`config.mk`:
```
export PLATFORM = sky130hd
export DESIGN_NAME = decode_hazard_ctrl
export DESIGN_NICKNAME = d
export VERILOG_FILES = /design/src/rtl/decode_hazard_ctrl_pkg.sv /design/src/rtl/decode_hazard_ctrl_operand_resolve.sv /design/src/rtl/decode_hazard_ctrl.sv
export SDC_FILE = /design/constraint.sdc
export NUM_CORES = 1
export LEC_CHECK = 0
export CORE_MARGIN = 2
export CORE_UTILIZATION = 48
export CTS_BUF_LIST = sky130_fd_sc_hd__clkbuf_4 sky130_fd_sc_hd__clkbuf_8
export CTS_CLUSTER_DIAMETER = 60
export CTS_CLUSTER_SIZE = 12
export DETAILED_ROUTE_END_ITERATION = 8
export PLACE_DENSITY_LB_ADDON = 0.08
export SYNTH_ARGS = -nofsm -noshare
export SYNTH_HDL_FRONTEND = slang
export SYNTH_SLANG_ARGS = --single-unit
```
`constraint.sdc`:
```
create_clock -name clk -period 4.8 [get_ports clk]
set_input_delay 0.72 -clock clk [delete_from_list [all_inputs] [get_ports clk]]
set_output_delay 0.72 -clock clk [all_outputs]
set_load 0.005 [all_outputs]
```
`src/rtl/decode_hazard_ctrl_pkg.sv`:
```
// decode_hazard_ctrl_pkg: shared types and constants for the decode hazard controller.
//   fwd_sel_e      - operand source select (regfile or E/M/W forward path)
//   hazard_state_e - RUN / STALL controller state
//   ZERO_REG       - architectural zero register, never a dependency
package decode_hazard_ctrl_pkg;
    typedef enum logic [1:0] {
        SEL_REG = 2'd0,
        SEL_E   = 2'd1,
        SEL_M   = 2'd2,
        SEL_W   = 2'd3
    } fwd_sel_e;

    typedef enum logic {
        RUN   = 1'b0,
        STALL = 1'b1
    } hazard_state_e;

    localparam logic [4:0] ZERO_REG = 5'd0;
endpackage

```
`src/rtl/decode_hazard_ctrl_operand_resolve.sv`:
```
// operand_resolve: combinational operand-source resolver for one decode source register.
// Ports:
//   i_rs, i_use                       - source register and whether it is read
//   i_{e,m,w}_w_enable/_rd/_fwd       - per-stage write enable, destination, forwardable destination
//   o_sel                             - chosen operand source
//   o_hazard                          - youngest matching writer cannot forward yet
module operand_resolve
    import decode_hazard_ctrl_pkg::*;
(
    input  logic [4:0] i_rs,
    input  logic       i_use,
    input  logic       i_e_w_enable,
    input  logic [4:0] i_e_rd,
    input  logic [4:0] i_e_fwd,
    input  logic       i_m_w_enable,
    input  logic [4:0] i_m_rd,
    input  logic [4:0] i_m_fwd,
    input  logic       i_w_w_enable,
    input  logic [4:0] i_w_rd,
    input  logic [4:0] i_w_fwd,
    output fwd_sel_e   o_sel,
    output logic       o_hazard
);
    logic w_active;
    logic w_e_hit;
    logic w_m_hit;
    logic w_w_hit;

    assign w_active = i_use && (i_rs != ZERO_REG);
    assign w_e_hit  = i_e_w_enable && (i_e_rd == i_rs);
    assign w_m_hit  = i_m_w_enable && (i_m_rd == i_rs);
    assign w_w_hit  = i_w_w_enable && (i_w_rd == i_rs);

    // Only the youngest matching writer counts; an older stage is never consulted
    // once a younger one matches, even if the older one could forward.
    always_comb begin
        o_sel    = SEL_REG;
        o_hazard = 1'b0;
        if (w_active) begin
            if (w_e_hit) begin
                o_sel    = (i_e_fwd == i_rs) ? SEL_E : SEL_REG;
                o_hazard = (i_e_fwd != i_rs);
            end else if (w_m_hit) begin
                o_sel    = (i_m_fwd == i_rs) ? SEL_M : SEL_REG;
                o_hazard = (i_m_fwd != i_rs);
            end else if (w_w_hit) begin
                o_sel    = (i_w_fwd == i_rs) ? SEL_W : SEL_REG;
                o_hazard = (i_w_fwd != i_rs);
            end
        end
    end
endmodule

```
`src/rtl/decode_hazard_ctrl.sv`:
```
// decode_hazard_ctrl: decode-stage operand select, stall and bubble control feeding the D/E register.
// Ports:
//   clk, rstd (sync active-low reset)
//   i_d_valid, i_d_rs1_addr, i_d_rs2_addr, i_d_use_rs1, i_d_use_rs2 - decode instruction sources
//   i_{e,m,w}_w_enable, i_{e,m,w}_rd_addr, i_{e,m,w}_forwardable_addr  - in-flight writers
//   i_e_flush            - redirect; kills decode and any bubble in progress
//   o_d_stall            - hold PC and F/D (combinational)
//   o_de_valid, o_de_rs1_sel, o_de_rs2_sel - registered D/E control
//   o_hazard_timeout     - sticky stall watchdog
// Optional (HAZARD_PERF_CNT_EN): o_perf_stall_cnt, o_perf_fwd_cnt.
module decode_hazard_ctrl
    import decode_hazard_ctrl_pkg::*;
#(
    parameter int MAX_STALL_CYCLES = 8,
    parameter int STALL_CNT_W      = 4
)
(
    input  logic       clk,
    input  logic       rstd,
    input  logic       i_d_valid,
    input  logic [4:0] i_d_rs1_addr,
    input  logic [4:0] i_d_rs2_addr,
    input  logic       i_d_use_rs1,
    input  logic       i_d_use_rs2,
    input  logic       i_e_w_enable,
    input  logic       i_m_w_enable,
    input  logic       i_w_w_enable,
    input  logic [4:0] i_e_rd_addr,
    input  logic [4:0] i_m_rd_addr,
    input  logic [4:0] i_w_rd_addr,
    input  logic [4:0] i_e_forwardable_addr,
    input  logic [4:0] i_m_forwardable_addr,
    input  logic [4:0] i_w_forwardable_addr,
    input  logic       i_e_flush,
    output logic       o_d_stall,
    output logic       o_de_valid,
    output logic [1:0] o_de_rs1_sel,
    output logic [1:0] o_de_rs2_sel,
    output logic       o_hazard_timeout
`ifdef HAZARD_PERF_CNT_EN
    ,
    output logic [31:0] o_perf_stall_cnt,
    output logic [31:0] o_perf_fwd_cnt
`endif
);
    localparam logic [STALL_CNT_W-1:0] MAX_CNT = STALL_CNT_W'(MAX_STALL_CYCLES);

    fwd_sel_e              w_sel1;
    fwd_sel_e              w_sel2;
    logic                  w_haz1;
    logic                  w_haz2;
    logic                  w_d_stall;
    logic [STALL_CNT_W-1:0] w_cnt_inc;
    hazard_state_e         w_state_nxt;

    hazard_state_e         r_state;
    logic                  r_de_valid;
    fwd_sel_e              r_de_rs1_sel;
    fwd_sel_e              r_de_rs2_sel;
    logic [STALL_CNT_W-1:0] r_cnt;
    logic                  r_timeout;

    operand_resolve u_rs1 (
        .i_rs(i_d_rs1_addr), .i_use(i_d_use_rs1),
        .i_e_w_enable(i_e_w_enable), .i_e_rd(i_e_rd_addr), .i_e_fwd(i_e_forwardable_addr),
        .i_m_w_enable(i_m_w_enable), .i_m_rd(i_m_rd_addr), .i_m_fwd(i_m_forwardable_addr),
        .i_w_w_enable(i_w_w_enable), .i_w_rd(i_w_rd_addr), .i_w_fwd(i_w_forwardable_addr),
        .o_sel(w_sel1), .o_hazard(w_haz1)
    );

    operand_resolve u_rs2 (
        .i_rs(i_d_rs2_addr), .i_use(i_d_use_rs2),
        .i_e_w_enable(i_e_w_enable), .i_e_rd(i_e_rd_addr), .i_e_fwd(i_e_forwardable_addr),
        .i_m_w_enable(i_m_w_enable), .i_m_rd(i_m_rd_addr), .i_m_fwd(i_m_forwardable_addr),
        .i_w_w_enable(i_w_w_enable), .i_w_rd(i_w_rd_addr), .i_w_fwd(i_w_forwardable_addr),
        .o_sel(w_sel2), .o_hazard(w_haz2)
    );

    // A flush kills the dependent instruction, so it must never also stall.
    assign w_d_stall = i_d_valid && (w_haz1 || w_haz2) && !i_e_flush && rstd;
    assign w_cnt_inc = (&r_cnt) ? r_cnt : r_cnt + 1'b1;

    always_comb begin
        w_state_nxt = r_state;
        case (r_state)
            RUN:     w_state_nxt = w_d_stall ? STALL : RUN;
            STALL:   w_state_nxt = w_d_stall ? STALL : RUN;
            default: w_state_nxt = RUN;
        endcase
        if (i_e_flush) w_state_nxt = RUN;
    end

    always_ff @(posedge clk) begin
        if (!rstd) begin
            r_state      <= RUN;
            r_de_valid   <= 1'b0;
            r_de_rs1_sel <= SEL_REG;
            r_de_rs2_sel <= SEL_REG;
            r_cnt        <= '0;
            r_timeout    <= 1'b0;
        end else begin
            r_state <= w_state_nxt;
            if (i_e_flush) begin
                r_de_valid   <= 1'b0;
                r_de_rs1_sel <= SEL_REG;
                r_de_rs2_sel <= SEL_REG;
                r_cnt        <= '0;
            end else if (w_d_stall) begin
                r_de_valid   <= 1'b0;
                r_de_rs1_sel <= SEL_REG;
                r_de_rs2_sel <= SEL_REG;
                r_cnt        <= w_cnt_inc;
                if (w_cnt_inc >= MAX_CNT) r_timeout <= 1'b1;
            end else begin
                r_de_valid   <= i_d_valid;
                r_de_rs1_sel <= w_sel1;
                r_de_rs2_sel <= w_sel2;
                r_cnt        <= '0;
            end
        end
    end

`ifdef HAZARD_PERF_CNT_EN
    logic [31:0] r_perf_stall;
    logic [31:0] r_perf_fwd;
    logic [31:0] w_fwd_inc;

    assign w_fwd_inc = 32'(w_sel1 != SEL_REG) + 32'(w_sel2 != SEL_REG);

    always_ff @(posedge clk) begin
        if (!rstd) begin
            r_perf_stall <= '0;
            r_perf_fwd   <= '0;
        end else begin
            if (w_d_stall) r_perf_stall <= r_perf_stall + 32'd1;
            if (!i_e_flush && !w_d_stall && i_d_valid) r_perf_fwd <= r_perf_fwd + w_fwd_inc;
        end
    end

    assign o_perf_stall_cnt = r_perf_stall;
    assign o_perf_fwd_cnt   = r_perf_fwd;
`endif

    assign o_d_stall        = w_d_stall;
    assign o_de_valid       = r_de_valid;
    assign o_de_rs1_sel     = r_de_rs1_sel;
    assign o_de_rs2_sel     = r_de_rs2_sel;
    assign o_hazard_timeout = r_timeout;
endmodule
```
[Yosys cells after proc, flatten, opt, wreduce, memory -nomap -nowiden]
Index checks and enable logic that the tools add are counted.
Operators by class
  $add $sub $neg: 1
  order comparisons: 1
  equality and inequality tests: 18
  multiplexer cells: 21
  bitwise logic cells: 5
  reduce and logical (&&, ||, !) cells: 21
Operator list (number)
  == test 5 bit: 12
  != test 5 bit: 6
  two-way mux 2 bit: 10
  logical AND 1 bit: 11
  two-way mux 1 bit: 10
  nonzero test 5 bit: 2
  OR reduction 4 bit: 2
  OR reduction 3 bit: 2
  NOT 1 bit: 5
  adder 4 x 1 -> 4 bit, second input constant: 1
  >= comparator 4 bit, second input constant: 1
  two-way mux 4 bit: 1
  AND reduction 4 bit: 1
  AND reduction 3 bit: 1
  zero test 1 bit: 1
  logical OR 1 bit: 1
Storage, ports and cells
  register bits after elaboration: 10
  input port bits: 49
  output and inout port bits: 7
  logic and storage cells: 72

[Logic depth before layout (Yosys ltp)]
  depth after elaboration: 12
  depth in mapped cells: 7
  depth with buffers taken out: 6

[Hierarchy]
From an unflattened synthesis, not the netlist that was laid out.
Second synthesis, totals
  cell total of the unflattened synthesis: 153
  area, all modules: 1286.2 µm²
Modules (own cells, without submodules)
  operand_resolve: instances 2, cells an instance 59, area an instance 461.7 µm², sequential area each 0.0 µm²
  decode_hazard_ctrl: instances 1, cells an instance 35, area an instance 362.8 µm², sequential area each 200.2 µm²

[Least setup slack after synthesis]
OpenSTA, ideal clock, no wires.
  kind: input to output
  from: in i_d_rs2_addr[2]
  to: out o_d_stall
  arrival: 2162 ps
  required time: 4080 ps
  slack: 1918 ps
  stages on the path: 7
  buffers on the path: 1
  cell sequence: buf_4 -> xor2_1 -> nor4_2 -> and3_1 -> a221oi_2 -> o32a_2 -> nor2_1
On the way
  cells in the longest elaborated chain, start to end: 10
  elaborated cells on any way between the ends: 19
  those cells by class: eq/ne (6); mux (4); reduce/logical (9)
RTL lines
  start, declared: RTL line decode_hazard_ctrl.sv:22  | input logic [4:0] i_d_rs2_addr,
  == test 5 bit: RTL line decode_hazard_ctrl_operand_resolve.sv:32  | assign w_w_hit = i_w_w_enable && (i_w_rd == i_rs);
  logical AND 1 bit: RTL line decode_hazard_ctrl_operand_resolve.sv:32
  two-way mux 1 bit: RTL line decode_hazard_ctrl_operand_resolve.sv:46  | end else if (w_w_hit) begin
  two-way mux 1 bit: RTL line decode_hazard_ctrl_operand_resolve.sv:43  | end else if (w_m_hit) begin
  two-way mux 1 bit: RTL line decode_hazard_ctrl_operand_resolve.sv:40  | if (w_e_hit) begin
  two-way mux 1 bit *: RTL line decode_hazard_ctrl_operand_resolve.sv:39  | if (w_active) begin
  logical OR 1 bit *: RTL line decode_hazard_ctrl.sv:80  | assign w_d_stall = i_d_valid && (w_haz1 || w_haz2) && !i_e_flush && rstd;
  logical AND 1 bit * (3 in series): RTL line decode_hazard_ctrl.sv:80
  end, declared: RTL line decode_hazard_ctrl.sv:35  | output logic o_d_stall,
Mark *: on every way between the ends. The rest lies on a longest branch, timed or not.

[Final worst setup path]
  from: in i_d_rs2_addr[3]
  to: out o_d_stall
The elaborated chain is that of the path after synthesis.

==> impl_metrics.csv <==
group,metric,value,unit
outcome,status,"finished, final reports clean",
logic_synthesis,synth-seq-cells,10,
power,power,271,uW
timing,tns,0,ns
detailed_routing,remaining_drc_errors,0,
logic_synthesis,yosysWarnings,0,
floorplan,dieHeight,57.4,um
timing,fmax,0.241,GHz
critical_path,critPathKind,"primary input to output port",
timing,worst_slew_margin_rel,63.8,%
cts,cts_post_setup_buffers_inserted,0,
floorplan,core_area,2730,um^2
floorplan,die_area,3290,um^2
power,power_density,143,nW/um^2
critical_path,arrival,3.43,ns
detailed_routing,wl,3.72,mm
finish,fillerInstances,230,
logic_synthesis,ys_types,35,
cts,path_clk_slew,0.06,ns
timing,skew,0.000255,ns
worst_hold_path,hold_path.class,"register to register",
timing,finalCriticalPeriod,4.15,ns
critical_path,startpoint_type,"primary input",
timing,fin_crit_sh,86.5,%
placement,dp_hpwl,3.14,mm
run,drv_cap,0,
cts,cts_root_buffer,"clkbuf_4",
finish,nNetsFinal,255,
logic_synthesis,synth_area_per_cell,8.81,um^2
floorplan,rows,19,
floorplan,num_io_pins,56,
global_routing,grt_max_degree,9,
finish,stdcell_count,234,
detailed_routing,drtIter0Drc,30,
cts,htree_levels,1,
timing,setup_ws,0.649,ns
timing,hold_viol,0,
global_routing,antenna_found_initial,0,
timing,setup_violations,0,
global_routing,track_usage,23.2,%
finish,n_antenna_cell,0,
placement,port_buffers,55,
cts,cts_buffers,3,
cts,clkSinkCount,10,
timing,final_max_slew_viol_count,0,
logic_synthesis,ys_seq_area_share,14.7,%
cts,clk_latency,0.27,ns
critical_path,worst_ep_required_time,4.08,ns
logic_synthesis,synth_nets,205,
critical_path,crit_fanout,7,
cts,cts_resized,0,
floorplan,die_x,57.4,um
logic_synthesis,syn_inst,155,
cts,hold_buffers,0,
global_routing,grt_overflow,0,
timing,rsz0062_at_grt,"no",
logic_synthesis,syn_area,1370,um^2
global_routing,grt_pass1_wl,5.97,mm
floorplan,initial_utilization,50.0,%
finish,area_delta_synth_final,39.0,%
global_routing,grt_pass1_vias,1331,
placement,gp_congestion,0.917,
placement,dp_cells,231,
detailed_routing,drt_first_pass_iters,4,
cts,clock_path_buffers,2,
cts,cts_tree,"yes",
power,ir_drop,0.160,mV
detailed_routing,antenna_left,0,
detailed_routing,vias_per_cell,5.67,
power,leakagePower,0.627,nW
finish,drive_gt1_share,8.87,%
placement,pre_cts_slack,0.690,ns
detailed_routing,vias,1326,
critical_path,critPathCaptureType,"output port",
timing,worstMarginPinSlew,0.540,ns
detailed_routing,wl_per_cell,15.9,um
power by group:
part	leakage, nW	total, mW	internal (mW)	switching (mW)
clock	0.0138	0.0559	0.0289	0.0270
sequential	0.0807	0.0836	0.0835	0.000167
combinational	0.533	0.132	0.0701	0.0614
per-stage QoR:
stage                     instance area, um^2  hold slack (ns)  util (%)
after global placement                   1880            0.438      68.6
after detailed placement                 1880            0.446      68.6
after floorplan                          1370            0.442         -
after global routing                     1900            0.469      69.5
final                                    1900            0.451      69.5
after CTS                                1900            0.455      69.5
flip-flops by register name, indices dropped and copies added (netlist names):
name,count
o_de_rs1_sel,2
o_de_rs2_sel,2
o_de_valid,1
o_hazard_timeout,1
r_cnt,4
cell type report:
| type | count | area, um^2 | area share (%) |
|---|---|---|---|
| Clock buffer | 3 | 22.5 | 1.19 |
| Timing Repair Buffer | 55 | 551 | 29.0 |
| Multi-Input combinational cell | 135 | 1090 | 57.2 |
| Sequential cell | 10 | 200 | 10.5 |
| Tap cell | 31 | 38.8 | 2.04 |
per-layer routing:
layer / routed length, um / vias up / share of wire (%) / GRT usage, %
li1: - / 647 / - / -
met1: 1430 / 619 / 38 / 25.1
met2: 2030 / 51 / 55 / 44.8
met3: 186 / 9 / 5.0 / 2.04
met4: 71 / 0 / 1.9 / 9.97
met5: 0 / - / 0 / 0
kinds of logic (layout without fill, tap and decap cells):
group,count (synthesis),after routing,synth area share [%]
muxes,2,2,1.47
DFF,10,10,14.7
xor gates and xnor gates,61,61,39.1
buffers and inverters,10,58,5.77
and+or+nand+nor,50,50,22.3
adders and majority gates,1,1,0.916
AOI/OAI and AO/OA,21,21,15.8
worst max-delay path: stages:
cell,delay (ns)
clkdlybuf4s50_1,0.75
xnor2_1,0.19
nand4_1,0.15
a311oi_1,0.40
a221oi_2,0.16
o32a_2,0.45
nor2_1,0.10
clkdlybuf4s50_1,0.50
Yosys cell counts:
| cell type | count | share of area (%) |
|---|---|---|
| or4_1 | 2 | 1.1 |
| nand2b_1 | 1 | 0.46 |
| a221oi_2 | 2 | 2.2 |
| o41ai_4 | 1 | 2.0 |
| a21oi_1 | 1 | 0.37 |
| buf_6 | 3 | 2.5 |
| nand3_1 | 11 | 4.0 |
| a211oi_1 | 3 | 1.6 |
| o21ai_0 | 3 | 1.1 |
| buf_4 | 4 | 2.2 |
| nand3_2 | 1 | 0.73 |
| o41ai_1 | 1 | 0.64 |
| buf_2 | 3 | 1.1 |
| o32ai_2 | 1 | 1.2 |
| mux2i_1 | 2 | 1.5 |
| or4_2 | 1 | 0.64 |
| xor2_1 | 32 | 21 |
| nand3b_1 | 1 | 0.55 |
| and3_1 | 3 | 1.4 |
| nor4_2 | 5 | 4.6 |
| nor2_1 | 5 | 1.4 |
| ha_1 | 1 | 0.92 |
| dfxtp_1 | 10 | 15 |
| a311oi_1 | 2 | 1.3 |
| nor2b_1 | 3 | 1.4 |
| o211ai_1 | 1 | 0.55 |
| o32a_2 | 2 | 1.6 |
| nand2_1 | 6 | 1.6 |
| o21ai_1 | 2 | 0.73 |
| a221oi_4 | 1 | 1.9 |
| xnor2_1 | 29 | 19 |
| nand4_1 | 2 | 0.92 |
| o21a_1 | 1 | 0.55 |
| nor3_1 | 8 | 2.9 |
| and3_2 | 1 | 0.55 |
cell usage in the layout, fill, tap and decap left out, types with 2 or more instances in the layout:
master,n
a211oi_1,3
a221oi_2,2
a311oi_1,2
and3_1,3
clkbuf_4,3
clkdlybuf4s50_1,55
dfxtp_1,10
mux2i_1,2
nand2_1,6
nand3_1,11
nand4_1,2
nor2_1,5
nor2b_1,3
nor3_1,8
nor4_2,5
o21ai_0,3
o21ai_1,2
o32a_2,2
or4_1,2
xnor2_1,29
xor2_1,32
final timing paths:
check                           slack (ns)                to  cells past startpoint              from
worst max-delay path                  0.65         o_d_stall                      8   i_d_rs2_addr[3]
worst min-delay path                  0.45  o_hazard_timeout                      2  o_hazard_timeout
worst max register to register        3.69  o_hazard_timeout                      4          r_cnt[0]
worst min register to register        0.45  o_hazard_timeout                      2  o_hazard_timeout
Power figures use the tool's default switching activity.
